File: src/rtl/dvi_tmds_encoder.sv
// Three-channel DVI TMDS encoder (B=ch0, G=ch1, R=ch2) with a fixed two-stage pipeline:
// stage 1 transition-minimises each byte, stage 2 DC-balances it against a running disparity.
`timescale 1ns/1ps
module dvi_tmds_encoder (
  input  logic       clk_pix,
  input  logic       rst,
  input  logic       de,
  input  logic       hsync,
  input  logic       vsync,
  input  logic [7:0] r,
  input  logic [7:0] g,
  input  logic [7:0] b,
  output logic [9:0] tmds_ch0,
  output logic [9:0] tmds_ch1,
  output logic [9:0] tmds_ch2
);

  localparam logic [9:0] CTRL_00 = 10'b1101010100;
  localparam logic [9:0] CTRL_01 = 10'b0010101011;
  localparam logic [9:0] CTRL_10 = 10'b0101010100;
  localparam logic [9:0] CTRL_11 = 10'b1010101011;

  typedef struct packed {
    logic [9:0]        sym;
    logic signed [4:0] cnt;
  } stage2_t;

  function automatic logic [3:0] popcount8(input logic [7:0] v);
    logic [3:0] n;
    n = '0;
    for (int i = 0; i < 8; i++) n = n + {3'b000, v[i]};
    return n;
  endfunction

  function automatic logic [8:0] tmds_stage1(input logic [7:0] d);
    logic [3:0] ones;
    logic       use_xnor;
    logic [8:0] q;
    ones     = popcount8(d);
    use_xnor = (ones > 4'd4) || ((ones == 4'd4) && !d[0]);
    q[0]     = d[0];
    for (int i = 1; i < 8; i++) q[i] = use_xnor ? ~(q[i-1] ^ d[i]) : (q[i-1] ^ d[i]);
    q[8]     = ~use_xnor;
    return q;
  endfunction

  function automatic stage2_t tmds_stage2(input logic [8:0] qm, input logic [3:0] n1,
                                          input logic signed [4:0] cnt, input logic de_v,
                                          input logic [1:0] c);
    logic signed [5:0] bal;    // N1 - N0 of qm[7:0], i.e. 2*N1 - 8
    logic signed [5:0] cnt_w;  // one extra bit so intermediate sums cannot wrap
    stage2_t           res;
    bal     = $signed({1'b0, n1, 1'b0}) - 6'sd8;
    cnt_w   = {cnt[4], cnt};
    res.sym = CTRL_00;
    res.cnt = '0;
    if (!de_v) begin
      unique case (c)
        2'b00: res.sym = CTRL_00;
        2'b01: res.sym = CTRL_01;
        2'b10: res.sym = CTRL_10;
        2'b11: res.sym = CTRL_11;
      endcase
    end else begin
      if ((cnt == 5'sd0) || (bal == 6'sd0)) begin
        res.sym = {~qm[8], qm[8], qm[8] ? qm[7:0] : ~qm[7:0]};
        cnt_w   = qm[8] ? (cnt_w + bal) : (cnt_w - bal);
      end else if ((!cnt[4] && (bal > 6'sd0)) || (cnt[4] && (bal < 6'sd0))) begin
        res.sym = {1'b1, qm[8], ~qm[7:0]};
        cnt_w   = cnt_w - bal + (qm[8] ? 6'sd2 : 6'sd0);
      end else begin
        res.sym = {1'b0, qm[8], qm[7:0]};
        cnt_w   = cnt_w + bal - (qm[8] ? 6'sd0 : 6'sd2);
      end
      res.cnt = cnt_w[4:0];
    end
    return res;
  endfunction

  logic [7:0]        pix    [3];
  logic [8:0]        qm_d   [3];
  logic [8:0]        qm_q   [3];
  logic [3:0]        n1_d   [3];
  logic [3:0]        n1_q   [3];
  logic              de_q;
  logic [1:0]        ctrl_q;
  logic [9:0]        sym_d  [3];
  logic [9:0]        sym_q  [3];
  logic signed [4:0] cnt_d  [3];
  logic signed [4:0] cnt_q  [3];

  assign pix[0] = b;
  assign pix[1] = g;
  assign pix[2] = r;

  always_comb begin
    for (int ch = 0; ch < 3; ch++) begin
      qm_d[ch] = tmds_stage1(pix[ch]);
      n1_d[ch] = popcount8(qm_d[ch][7:0]);
    end
  end

  // NOTE: every comb output is written on every path through the block, so no latch can form.
  always_comb begin
    stage2_t s2;
    for (int ch = 0; ch < 3; ch++) begin
      s2        = tmds_stage2(qm_q[ch], n1_q[ch], cnt_q[ch], de_q, (ch == 0) ? ctrl_q : 2'b00);
      sym_d[ch] = s2.sym;
      cnt_d[ch] = s2.cnt;
    end
  end

  // NOTE: state updates use <= so every register samples pre-edge values, independent of order.
  always_ff @(posedge clk_pix) begin
    if (rst) begin
      de_q   <= 1'b0;
      ctrl_q <= 2'b00;
      for (int ch = 0; ch < 3; ch++) begin
        qm_q[ch]  <= '0;
        n1_q[ch]  <= '0;
        cnt_q[ch] <= '0;
        sym_q[ch] <= CTRL_00;
      end
    end else begin
      de_q   <= de;
      ctrl_q <= {vsync, hsync};
      for (int ch = 0; ch < 3; ch++) begin
        qm_q[ch]  <= qm_d[ch];
        n1_q[ch]  <= n1_d[ch];
        cnt_q[ch] <= cnt_d[ch];
        sym_q[ch] <= sym_d[ch];
      end
    end
  end

  assign tmds_ch0 = sym_q[0];
  assign tmds_ch1 = sym_q[1];
  assign tmds_ch2 = sym_q[2];

endmodule

File: config.mk
export PLATFORM = sky130hd
export DESIGN_NAME = dvi_tmds_encoder
export DESIGN_NICKNAME = d
export VERILOG_FILES = /design/src/rtl/dvi_tmds_encoder.sv
export SDC_FILE = /design/constraint.sdc
export NUM_CORES = 1
export LEC_CHECK = 0
export BUFFER_PORTS_ARGS = -buffer_cell sky130_fd_sc_hd__buf_2
export CAP_MARGIN = 20
export CORE_MARGIN = 2
export CORE_UTILIZATION = 50
export DETAILED_ROUTE_END_ITERATION = 7
export HOLD_SLACK_MARGIN = 0.03
export PLACE_DENSITY = 0.73
export SYNTH_ARGS = -nofsm -noshare
export SYNTH_HDL_FRONTEND = slang
export SYNTH_SLANG_ARGS = --single-unit
File: constraint.sdc
create_clock -name clk_pix -period 17.45 [get_ports clk_pix]
set_clock_uncertainty 0.2 [all_clocks]
set_input_delay 1.745 -clock clk_pix [delete_from_list [all_inputs] [get_ports clk_pix]]
set_output_delay 1.745 -clock clk_pix [all_outputs]
set_load 0.02 [all_outputs]
==> impl_metrics.json <==
{
  "status": "finished clean",
  "synth_seq_cells": 84,
  "grt_pass1_vias": 3708,
  "period_share_pct": 43.0,
  "nets": 741,
  "grt_pass1_wl_um": 16800,
  "vias": 3743,
  "synth_edf_count": 0,
  "overflow": 0,
  "syn_to_final_growth_pct": 11.3,
  "numCtsBuffers": 9,
  "via_per_inst": 4.89,
  "antenna_found_initial": 0,
  "critical_path_required_ns": 17.46,
  "clockBufferDepth": 2,
  "fin_crit_ns": 7.51,
  "final_cell_mix": "inv_1, dfxtp_1, ha_1",
  "clk_pin_slew_ns": 0.08,
  "synthCells": 566,
  "crit_start": "g[0]",
  "ios": 59,
  "cap_viol_max_count": 0,
  "final_common_cell": "inv_1",
  "mappedNetlistArea_um2": 5420,
  "ys_warn_count": 0,
  "dpl.hpwl_um": 7950,
  "finalPower_w": 0.00118,
  "dieArea_um2": 11700,
  "coreArea_um2": 10700,
  "p_leak_nw": 2.80,
  "syn_avg_cell_area_um2": 9.57,
  "cp-end-kind": "register",
  "drive_gt1_share_pct": 13.6,
  "totalWireLength_um": 9860,
  "htree_levels": 3,
  "die_w_um": 108,
  "cts_resized": 0,
  "cts_tree": "yes",
  "hold_buffers": 0,
  "post-route-drc-count": 0,
  "synth.distinct_cells": 42,
  "grt_setup_unrepaired": "no",
  "start_kind": "primary input",
  "critPathMaxFanout": 4,
  "insertedDiodeCount": 0,
  "rr_worst_depth": 7,
  "drtAntennaViolNets": 0,
  "endpoint": "n1_q[0][6]",
  "regToRegSetupSlack_ns": 14.71,
  "finalHoldViolations": 0,
  "cts_setup_buffers": 0,
  "grt_max_degree": 53,
  "slew_viol_final": 0,
  "fp-row-count": 38,
  "synthFlopType": "dfxtp_1",
  "port_buffers": 58,
  "finalSetupViolCount": 0,
  "synthArstFlopShare_pct": 0,
  "cellPowerDensity_nw_per_um2": 195,
  "start_util_pct": 50.6,
  "vdd_drop_max_mv": 0.0795,
  "die_h_um": 108,
  "clock-root-buffer": "clkbuf_8",
  "cts.sinks": 84,
  "syn_nets": 686,
  "clkLatencyLatePin_ns": 0.36,
  "rr_endpoint": "sym_q[0][25]",
  "criticalPathCategory": "in -> reg",
  "crit_arrival_ns": 7.52,
  "drt_first_iter_violations": 140,
  "synth-seq-area-share_pct": 31.0,
  "fmaxAchievable_mhz": 133,
  "gp_congestion": 0.856,
  "rr_startpoint": "n1_q[0][10]",
  "fin_setup_tns_ns": 0,
  "worst_hold_path_type": "reg -> reg",
  "wl_per_cell_um": 12.9,
  "first_pass_iters": 4,
  "worst_slew_pin_slew_ns": 0.983,
  "grtUsageTotal_pct": 18.0,
  "relSlewSlack_pct": 34.3
}
==> synthesized netlist by cell type, types with 12 or more instances <==
cell      instances  area (um^2)
nand2_1          17         63.8
xor2_1           31          272
fa_1             29          581
a21oi_1          21          105
nor2_1           50          188
xnor2_1          50          438
ha_1             62          776
nor2b_1          22          138
dfxtp_1          84         1680
inv_1            85          319
a211oi_1         12         90.1
==> critical path, cell delays in order <==
cell and delay (ns):
buf_2 0.11, inv_1 0.10, fa_1 0.56, fa_1 0.43
fa_1 0.50, inv_1 0.05, ha_1 0.19, fa_1 0.43
nor3b_1 0.28, o21ai_0 0.15, a21oi_2 0.37, xor2_1 0.25
fa_1 0.47, fa_1 0.51, inv_1 0.05, fa_1 0.48
ha_1 0.18, inv_1 0.06, fa_1 0.38, xor2_1 0.17
nor2_1 0.05
==> logic make-up (layout without fill, tap and decap cells) <==
| kind of cell | Yosys count | count (layout) | synth area share, % |
|---|---|---|---|
| AND/OR/NAND/NOR | 129 | 129 | 11.8 |
| XOR/XNOR | 88 | 88 | 16.1 |
| AO/OA/AOI/OAI | 68 | 68 | 7.97 |
| adder cells (fa/ha/maj) | 91 | 91 | 25.0 |
| flip-flops | 84 | 84 | 31.0 |
| buffers and inverters | 100 | 160 | 7.00 |
| multiplexers | 6 | 6 | 1.11 |
==> where the power goes <==
group | switching [W] | internal (W) | total, W
combinational | 0.000424 | 0.000344 | 0.000768
clock | 0.0000713 | 0.0000674 | 0.000139
sequential | 0.0000315 | 0.000240 | 0.000271
total | 0.000527 | 0.000651 | 0.00118
==> stage by stage <==
stage	cells	area (um^2)	setup WS, ns	utilization [%]	hold WS [ns]
4_1_cts	766	6030	9.92	56.4	0.259
2_1_floorplan	566	5420	10.06	-	0.223
6_report	766	6030	9.94	56.4	0.256
3_5_place_dp	750	5830	9.52	54.5	0.247
3_3_place_gp	750	5830	9.81	54.5	0.234
5_1_grt	766	6030	9.61	56.4	0.268
==> how the worst min path moves through the flow <==
stage | depth (start not counted) | slack, ns | startpoint | end
6_report | 1 | 0.26 | qm_q[0][3] | sym_q[0][3]
2_1_floorplan | 1 | 0.22 | qm_q[0][7] | sym_q[0][7]
4_1_cts | 1 | 0.26 | qm_q[0][7] | sym_q[0][7]
5_1_grt | 1 | 0.27 | qm_q[0][5] | sym_q[0][5]
3_5_place_dp | 1 | 0.25 | qm_q[0][3] | sym_q[0][3]
3_3_place_gp | 1 | 0.23 | qm_q[0][7] | sym_q[0][7]
==> state kept, by name (all words and copies together) (netlist names) <==
signal	flops
cnt_q	12
sym_q	30
ctrl_q	2
de_q	1
qm_q	27
n1_q	12
==> final cells by class <==
type	instances	area (um^2)
inverters	85	319
repair buffers	59	298
multi-input cells	382	3360
well taps	140	175
clock buffers	10	128
clock inverters	6	72.6
flip-flops and latches	84	1680
fillers	945	4670
==> metal layers <==
| layer | global-route usage, % | share of wire, % | vias up |
|---|---|---|---|
| met4 | 6.23 | 1.2 | 0 |
| met2 | 30.1 | 50 | 58 |
| met1 | 23.1 | 46 | 1776 |
| met5 | 0 | 0 | - |
| li1 | - | - | 1898 |
| met3 | 4.10 | 2.9 | 11 |
No activity file was read; power rests on OpenSTA's default activity.
